===== src/rtl/snitch_pkg.sv =====
// Shared cluster types plus the constants and event enumeration used by the
// performance counter peripheral.
package snitch_pkg;

    localparam int unsigned IdWidth = 4;

    localparam logic [31:0] PerfCounterBase   = 32'h4001_0000;
    localparam int unsigned PerfCounterStride = 8;
    localparam logic [31:0] PerfCtrlOffset    = 32'hF000;
    localparam int unsigned NrPerfEvents      = 4;

    typedef enum logic [1:0] {
        RetiredInsts   = 2'd0,
        IssueCoreToFpu = 2'd1,
        IssueFpuSeq    = 2'd2,
        IssueFpu       = 2'd3
    } perf_event_e;

    typedef struct packed {
        logic retired_insts;
        logic issue_core_to_fpu;
        logic issue_fpu_seq;
        logic issue_fpu;
    } core_events_t;

    typedef struct packed {
        logic [31:0]        addr;
        logic [IdWidth-1:0] id;
        logic [3:0]         amo;
        logic               write;
        logic [31:0]        data;
        logic [3:0]         strb;
    } dreq_t;

    typedef struct packed {
        logic [31:0]        data;
        logic [IdWidth-1:0] id;
        logic               write;
        logic               error;
    } dresp_t;

    // Flattens one core's strobes so that bit position equals perf_event_e.
    function automatic logic [NrPerfEvents-1:0] event_vector(input core_events_t ev);
        logic [NrPerfEvents-1:0] v;
        v                 = '0;
        v[RetiredInsts]   = ev.retired_insts;
        v[IssueCoreToFpu] = ev.issue_core_to_fpu;
        v[IssueFpuSeq]    = ev.issue_fpu_seq;
        v[IssueFpu]       = ev.issue_fpu;
        return v;
    endfunction

endpackage


===== src/rtl/snitch_perf_counter.sv =====
// Single 32-bit event counter with a byte-masked write port; a write in the
// same cycle as an increment wins and the increment is dropped.
module snitch_perf_counter (
    input  logic        clk_i,
    input  logic        rst_ni,
    input  logic        inc,
    input  logic        wr_en,
    input  logic [31:0] wr_data,
    input  logic [3:0]  wr_strb,
    output logic [31:0] value
);

    logic [31:0] value_reg;
    logic [31:0] value_next;
    logic [31:0] wr_merged;

    for (genvar gi = 0; gi < 4; gi++) begin : g_byte
        assign wr_merged[gi*8 +: 8] = wr_strb[gi] ? wr_data[gi*8 +: 8] : value_reg[gi*8 +: 8];
    end

    always_comb begin
        value_next = value_reg;
        if (wr_en) begin
            value_next = wr_merged;
        end else if (inc) begin
            value_next = value_reg + 32'd1;
        end
    end

    always_ff @(posedge clk_i or negedge rst_ni) begin
        if (!rst_ni) begin
            value_reg <= '0;
        end else begin
            value_reg <= value_next;
        end
    end

    assign value = value_reg;

endmodule


===== src/rtl/snitch_perf_counters.sv =====
// Memory-mapped per-core event counters with an enable register and a
// one-entry registered response buffer.
module snitch_perf_counters
    import snitch_pkg::*;
#(
    parameter int unsigned NrCores  = 4,
    parameter logic [31:0] BaseAddr = PerfCounterBase
) (
    input  logic                       clk_i,
    input  logic                       rst_ni,
    input  core_events_t [NrCores-1:0] core_events_i,
    input  dreq_t                      req_i,
    input  logic                       req_valid_i,
    output logic                       req_ready_o,
    output dresp_t                     resp_o,
    output logic                       resp_valid_o,
    input  logic                       resp_ready_i
);

    localparam int unsigned NumCounters = NrCores * NrPerfEvents;

    logic [31:0] offset;
    logic [28:0] ctr_idx;
    logic        ctr_hit;
    logic        ctrl_hit;
    logic        req_ok;
    logic        accept;
    logic        wr_accept;

    logic                   enable_reg;
    logic [NumCounters-1:0] event_flat;
    logic [31:0]            counter_value [NumCounters];
    logic [31:0]            rd_data;

    dresp_t resp_reg;
    dresp_t resp_next;
    logic   resp_valid_reg;

    // Offset wraps as unsigned, so addresses below BaseAddr land far out of range.
    assign offset    = req_i.addr - BaseAddr;
    assign ctr_idx   = offset[31:3];
    assign ctr_hit   = (offset[2:0] == 3'b000) && (ctr_idx < 29'(NumCounters));
    assign ctrl_hit  = (offset == PerfCtrlOffset);
    assign req_ok    = (req_i.amo == 4'd0) && (ctr_hit || ctrl_hit);

    assign req_ready_o = !resp_valid_reg || resp_ready_i;
    assign accept      = req_valid_i && req_ready_o;
    assign wr_accept   = accept && req_ok && req_i.write;

    for (genvar gi = 0; gi < NrCores; gi++) begin : g_core_events
        assign event_flat[gi*NrPerfEvents +: NrPerfEvents] = event_vector(core_events_i[gi]);
    end

    for (genvar gi = 0; gi < NumCounters; gi++) begin : g_counter
        snitch_perf_counter i_counter (
            .clk_i   (clk_i),
            .rst_ni  (rst_ni),
            .inc     (enable_reg && event_flat[gi]),
            .wr_en   (wr_accept && ctr_hit && (ctr_idx == 29'(gi))),
            .wr_data (req_i.data),
            .wr_strb (req_i.strb),
            .value   (counter_value[gi])
        );
    end

    always_comb begin
        rd_data = '0;
        if (ctrl_hit) begin
            rd_data = {31'd0, enable_reg};
        end
        for (int k = 0; k < NumCounters; k++) begin
            if (ctr_hit && (ctr_idx == 29'(k))) begin
                rd_data = counter_value[k];
            end
        end
    end

    always_comb begin
        resp_next       = '0;
        resp_next.id    = req_i.id;
        resp_next.write = req_i.write;
        resp_next.error = !req_ok;
        if (req_ok && !req_i.write) begin
            resp_next.data = rd_data;
        end
    end

    // The old enable gates this cycle's increments, so a disabling write still counts its own cycle.
    always_ff @(posedge clk_i or negedge rst_ni) begin
        if (!rst_ni) begin
            enable_reg <= 1'b1;
        end else if (wr_accept && ctrl_hit && req_i.strb[0]) begin
            enable_reg <= req_i.data[0];
        end
    end

    always_ff @(posedge clk_i or negedge rst_ni) begin
        if (!rst_ni) begin
            resp_valid_reg <= 1'b0;
            resp_reg       <= '0;
        end else if (accept) begin
            resp_valid_reg <= 1'b1;
            resp_reg       <= resp_next;
        end else if (resp_ready_i) begin
            resp_valid_reg <= 1'b0;
        end
    end

    assign resp_o       = resp_reg;
    assign resp_valid_o = resp_valid_reg;

endmodule


===== config.mk =====
export PLATFORM = sky130hd
export DESIGN_NAME = snitch_perf_counters
export DESIGN_NICKNAME = d
export VERILOG_FILES = /design/src/rtl/snitch_pkg.sv /design/src/rtl/snitch_perf_counter.sv /design/src/rtl/snitch_perf_counters.sv
export SDC_FILE = /design/constraint.sdc
export NUM_CORES = 2
export LEC_CHECK = 0
export BUFFER_PORTS_ARGS = -buffer_cell sky130_fd_sc_hd__buf_4
export CAP_MARGIN = 20
export CORE_ASPECT_RATIO = 1.25
export CORE_MARGIN = 10
export CORE_UTILIZATION = 45
export DETAILED_ROUTE_END_ITERATION = 16
export PLACE_DENSITY = 0.58
export SLEW_MARGIN = 10
export SYNTH_ARGS = -nofsm -noshare
export SYNTH_HDL_FRONTEND = slang
export SYNTH_SLANG_ARGS = --single-unit

===== constraint.sdc =====
create_clock -name clk_i -period 3.3 [get_ports clk_i]
set_clock_uncertainty 0.15 [all_clocks]
set_input_delay 0.495 -clock clk_i [delete_from_list [all_inputs] [get_ports clk_i]]
set_output_delay 0.495 -clock clk_i [all_outputs]
set_load 0.05 [all_outputs]

---- Word level (Yosys, flattened, before mapping) ----
Cells that the tools add are included.
operators by class
  $add $sub $neg .......................... 17
  multiply operators ...................... 0
  div/mod/pow operators ................... 0
  order comparisons ....................... 1
  eq/ne operators ......................... 80
  shift-type cells ........................ 0
  muxes and demuxes ....................... 56
  bitwise operators ....................... 0
  reductions and logical operators ........ 146
operators with widths
  operator                                                                 count
  32-bit two-way mux                                                       49
  32-bit by 1-bit adder with 32-bit output, second input constant          16
  29-bit by 4-bit equality test with 1-bit output, second input constant   8
  2-bit != test, second input constant                                     64
  2-bit AND reduction                                                      64
  29-bit by 3-bit equality test with 1-bit output, second input constant   4
  29-bit by 2-bit equality test with 1-bit output, second input constant   2
  1-bit logical AND                                                        57
  2-bit nonzero test                                                       17
  32-bit by 16-bit equality test with 1-bit output, second input constant  1
  8-bit two-way mux                                                        4
  32-bit by 31-bit subtractor with 32-bit output, second input constant    1
  29-bit by 1-bit equality test with 1-bit output, second input constant   1
  29-bit zero test                                                         1
  29-bit by 5-bit < comparator with 1-bit output, second input constant    1
  4-bit zero test                                                          1
  1-bit zero test                                                          3
  3-bit zero test                                                          1
  1-bit two-way mux                                                        3
  1-bit logical OR                                                         2
storage, ports and cells
  register bits after elaboration ......... 552
  latch bits .............................. 0
  memory bits (writable) .................. 0
  ROM bits ................................ 0
  bits of input ports ..................... 97
  word-level logic and storage cells ...... 370
  memories kept ........................... 0

---- Logic depth before layout (Yosys ltp) ----
  word-level depth ........................ 21
  mapped depth ............................ 17
  mapped depth without buffers ............ 11

---- By module ----
From an unflattened synthesis, not the netlist that was laid out.
second synthesis, totals
  cell total of the unflattened synthesis .. 4842
  area total of the unflattened synthesis .. 40080.9 um^2
by module, submodules not included
  module                instances  cells each  area an instance (um^2)  seq. area each (um^2)
  snitch_perf_counter   16         234         2020.7                   800.8
  snitch_perf_counters  1          1098        7749.9                   1002.2

---- Least setup slack after synthesis ----
OpenSTA, ideal clock, no wires.
  path kind ............................... input to register
  from .................................... in req_i[61] (netlist name)
  to ...................................... reg g_counter[7].i_counter.value_reg[26]
  arrival ................................. 3874 ps
  setup slack ............................. -844 ps
  stages on the path ...................... 16
  buffers on the path ..................... 5
  path through ............................ clkbuf_1 inv_1 ha_1 buf_2 or4bb_1 o22ai_1 o21ai_1 or4b_1 clkbuf_1 or3_1 buf_6 buf_8 nor3_4 mux2i_1 a21oi_2 a31o_1
on the way
  cells in the longest elaborated chain, start to end .. 11
ends and longest elaborated chain
  element                                                        RTL line                    text
  from (decl)                                                    snitch_perf_counters.sv:12  input dreq_t req_i,
  32-bit by 31-bit subtractor with 32-bit output *               snitch_perf_counters.sv:40  assign offset = req_i.addr - BaseAddr;
  29-bit by 5-bit < comparator with 1-bit output                 snitch_perf_counters.sv:42  assign ctr_hit = (offset[2:0] == 3'b000) && (ctr_idx < 29'(NumCounters));
  1-bit logical AND                                              snitch_perf_counters.sv:42
  1-bit logical OR                                               snitch_perf_counters.sv:44  assign req_ok = (req_i.amo == 4'd0) && (ctr_hit || ctrl_hit);
  1-bit logical AND                                              snitch_perf_counters.sv:44
  1-bit logical AND (2 in series)                                snitch_perf_counters.sv:48  assign wr_accept = accept && req_ok && req_i.write;
  1-bit logical AND                                              snitch_perf_counters.sv:59  .wr_en (wr_accept && ctr_hit && (ctr_idx == 29'(gi))),
  1-bit logical AND *                                            snitch_perf_counters.sv:59
  2-bit != test (no line) or 2-bit nonzero test (tied branches)  n/a
  2-bit AND reduction (no line)                                  n/a
  to (signal assigned)                                           snitch_perf_counter.sv:34   value_reg <= value_next;
  to (decl)                                                      snitch_perf_counter.sv:13   logic [31:0] value_reg;
Every way passes the cells marked *; elsewhere a longest branch is shown, timed or not.
A chain may end at the register's enable or synchronous reset.

---- Worst setup path after layout ----
  from .................................... in req_i[56] (netlist name)
  to ...................................... reg resp_reg, in the netlist resp_o[9]
on the way
  cells in the longest elaborated chain, start to end .. 21
ends and longest elaborated chain
  element                                           RTL line                     text
  32-bit by 31-bit subtractor with 32-bit output *  snitch_perf_counters.sv:40
  29-bit by 5-bit < comparator with 1-bit output    snitch_perf_counters.sv:42
  1-bit logical AND                                 snitch_perf_counters.sv:42
  1-bit logical AND                                 snitch_perf_counters.sv:72   if (ctr_hit && (ctr_idx == 29'(k))) begin
  32-bit two-way mux (16 in series)                 snitch_perf_counters.sv:72
  32-bit two-way mux *                              snitch_perf_counters.sv:83   if (req_ok && !req_i.write) begin
  to (signal assigned)                              snitch_perf_counters.sv:103  resp_reg <= resp_next;
  to (decl)                                         snitch_perf_counters.sv:35   dresp_t resp_reg;
Marked as above.

==> flow_metrics.env <==
export IMPL_dr_pass1_iters=8
export IMPL_violations="setup timing"
export IMPL_critPathKind="primary input to register"
export IMPL_initial_core_util=0.455
export IMPL_pwr_share_clk=0.491
export IMPL_drtAntennaViolNets=0
export IMPL_htree_levels=3
export IMPL_syn2layout_area_growth_pct=51.3
export IMPL_via_per_inst=7.12
export IMPL_yosys_warnings=0
export IMPL_track_usage=0.466
export IMPL_die_area_sq_um=97500
export IMPL_irDropWorstVdd_mv=0.330
export IMPL_synth_fa_ha_area_frac=0.00619
export IMPL_n_fill_cell=6704
export IMPL_vias=51299
export IMPL_yosysTopAreaCell="dfrtp_1"
export IMPL_die_w_um=281
export IMPL_required_ns=3.73
export IMPL_rows=119
export IMPL_crit_path_start_kind="primary input"
export IMPL_period_needed_ns=3.76
export IMPL_synthMuxAreaShare=0.0111
export IMPL_crit_path_cell_trace="buf_6 -> or4_4 -> nor4_4 -> o221ai_2 -> or4_4 -> buf_12 -> buf_16 -> nor3_4 -> buf_12 -> a221o_1 -> o211ai_1 -> nand2_1 -> a2bb2oi_2"
export IMPL_hold_slack_ns=0.121
export IMPL_grt_use_met2=0.701
export IMPL_place_hpwl_mm=179
export IMPL_grt_pass1_vias=46482
export IMPL_period_share=1.14
export IMPL_slew_violations=0
export IMPL_wire_per_inst_um=34.6
export IMPL_syn_inst=4990
export IMPL_gp_congestion=1.14
export IMPL_drtIter0Drc=7195
export IMPL_grt_overflow=0
export IMPL_synth_nets=5106
export IMPL_place_area_sq_um=47500
export IMPL_synthTopCellsByArea="dfrtp_1, nor2_1, nand2_1"
export IMPL_grt_max_degree=74
export IMPL_power_density_nw_per_um2=274
export IMPL_cp_slowest_cell="or4_4"
export IMPL_portBuffers=136
export IMPL_max_cap_violations=0
export IMPL_max_stage_delay_ns=0.66
export IMPL_die_h_um=347
export IMPL_grt_first_pass_wirelength_mm=331
export IMPL_wl_mm=249
export IMPL_p_seq_frac=0.426
export IMPL_cts_buffer_depth=3
export IMPL_path_max_fanout=7
export IMPL_synth_top_family_by_area="simple AND/OR/NAND/NOR gates"
export IMPL_final_util=0.689
export IMPL_synth_compound_area_frac=0.270
export IMPL_relSlewSlack=0.199
export IMPL_ys_seq_area_frac=0.360
export IMPL_design_area_sq_um=58100
export IMPL_numCtsBuffers=66
export IMPL_status="complete, but fails checks"
export IMPL_synth_edf_count=0
export IMPL_clock_latency_ns=0.65
export IMPL_syn_avg_cell_area_sq_um=7.70
export IMPL_ys_flop_type="dfrtp_1"
export IMPL_finalWorstSetupSlack_ns=-0.460
export IMPL_ioPinCount=137
export IMPL_p_int_mw=11.6
export IMPL_drive_gt1_frac=0.379
export IMPL_p_leak_nw=24.6
export IMPL_cts_tree="yes"
export IMPL_ys_ff_latch=552
export IMPL_combPwrFrac=0.083
export IMPL_p_switching_mw=4.31
export IMPL_globalRouteMet1Util=0.539
export IMPL_coreArea_sq_um=84400
export IMPL_path_clk_slew_ns=0.06
export IMPL_grt_busiest_layer="met2"
export IMPL_antenna_found_initial=17
export IMPL_nets=6164
export IMPL_post_synth_xor_area_fraction=0.00114
export IMPL_power_total_mw=15.9
export IMPL_rsz0062_at_grt="true"
export IMPL_grt_use_met3=0.117
export IMPL_swShare=0.271
export IMPL_synthArstFlopShare=1.00
export IMPL_yosys_area_share_simple=0.308
export IMPL_min_path_type="primary input to register"
export IMPL_netlist_area_sq_um=38400
export IMPL_tightestPinTransition_ns=1.20
export IMPL_max_freq_mhz=266
export IMPL_cts_root_buf="clkbuf_16"
export IMPL_setup_viol_count_final=524
export IMPL_cts_sinks=552
export IMPL_remaining_drc_errors=0
export IMPL_arrival_ns=4.19
export IMPL_netlist_area_leader_share=0.359
export IMPL_largest_register_ffs=512
export IMPL_endpoint_kind="register"
export IMPL_final_hold_viol_count=0
export IMPL_synth_cell_types=97
-- stage by stage --
stage	setup TNS, ns	instances	setup WS [ns]
finish	-57.33	7202	-0.460
global route	-70.75	7187	-0.390
CTS	-2.93	6997	-0.123
detailed placement	-390.70	6835	-1.09
global placement	-377.03	6834	-1.03
floorplan	-152.98	4990	-0.469
-- layer usage --
metal | routed length, um | vias to the layer above
met1 | 81900 | 24674
li1 | - | 21060
met3 | 31600 | 1402
met4 | 28600 | 10
met2 | 107000 | 4153
met5 | 71 | -
-- area by class of cell --
class	count	area [sq um]	area share
sequential	552	13800	0.238
clock buffer	94	1990	0.0342
timing repair buffer	1288	12200	0.211
multi-input combinational	4043	28100	0.482
inverter	97	374	0.00643
antenna	16	40.0	0.000689
tap	1089	1360	0.0234
clock inverter	23	265	0.00456
-- cell usage in the layout, fill, tap and decap left out, types with 30 or more instances in the layout --
cell and n:
a211oi_1 45, a211oi_2 54, a21oi_1 337, a21oi_2 86
a22oi_1 40, a31oi_1 30, and2_1 45, and3_1 104
buf_12 87, buf_4 928, buf_6 201, buf_8 39
clkbuf_16 87, dfrtp_1 551, inv_1 92, nand2_1 496
nand2_2 55, nand2_4 46, nand3_1 311, nand3_2 38
nand4_1 122, nor2_1 523, nor2_2 60, nor2_4 50
nor3_1 121, nor3_2 45, nor3_4 41, nor4_1 58
nor4_4 40, o211ai_1 67, o21a_1 38, o21ai_0 183
o21ai_1 106, o21ai_2 47, o22ai_1 68, o22ai_2 35
or3_1 40
-- power by group through the flow --
stage | Clock, mW | Sequential [mW] | Combinational [mW]
finish | 7.81 | 6.78 | 1.32
CTS | 7.79 | 6.78 | 1.15
global placement | 0 | 6.91 | 1.13
global route | 8.06 | 6.78 | 1.30
detailed placement | 0 | 6.91 | 1.13
floorplan | 0 | 6.94 | 0.247
-- path summary, 6_finish.rpt --
check,startpoint,endpoint,slack [ns],cells after the start
setup / recovery,req_i[56],resp_o[9],-0.46,13
hold / removal,req_i[1],g_counter[14].i_counter.value[9],0.12,2
setup reg to reg,g_counter[2].i_counter.value[0],g_counter[2].i_counter.value[22],0.08,10
hold reg to reg,resp_o[14],resp_o[14],0.34,2
max in group asynchronous,rst_ni,g_counter[3].i_counter.value[30],1.65,3
min in group asynchronous,rst_ni,resp_o[22],0.36,2
-- cells by family (layout without fill, tap and decap cells) --
logic type	after synthesis	count (layout)
DFF	552	552
muxes	41	41
xor gates and xnor gates	5	5
other	0	16
and+or+nand+nor	2400	2406
AOI/OAI and AO/OA	1572	1572
buffers and inverters	401	1502
adders and majority gates	19	19
-- Yosys cell counts, drive strengths merged, types with 17 or more instances --
master / instances
a211o: 18
a211oi: 100
a21oi: 431
a221o: 20
a221oi: 49
a222oi: 21
a22oi: 46
a311oi: 21
a31oi: 37
and2: 63
and3: 112
and4: 26
buf: 92
clkbuf: 212
dfrtp: 551
ha: 19
inv: 96
mux2i: 28
nand2: 613
nand2b: 33
nand3: 355
nand4: 122
nor2: 630
nor3: 207
nor4: 106
o211ai: 67
o21a: 38
o21ai: 338
o221a: 32
o221ai: 35
o22ai: 105
o32ai: 43
or2: 17
or3: 57
-- worst max-delay path: cells and delay by family --
kind / cells / cell delay (ns)
AND/OR/NAND/NOR: 5 / 2.01
buffers and inverters: 4 / 0.62
AO/OA/AOI/OAI: 4 / 1.01
-- what timing repair did --
item | CTS | global route
hold buffers | 6 | 0
pin swaps | 72 | 492
gates resized for setup | 241 | 1200
buffers inserted | 34 | 168
endpoints found under the setup margin | 411 | 503
hold endpoints to repair | 57 | 0
cloned | 6 | 30
Note: power is estimated with default switching activity, not from simulation.
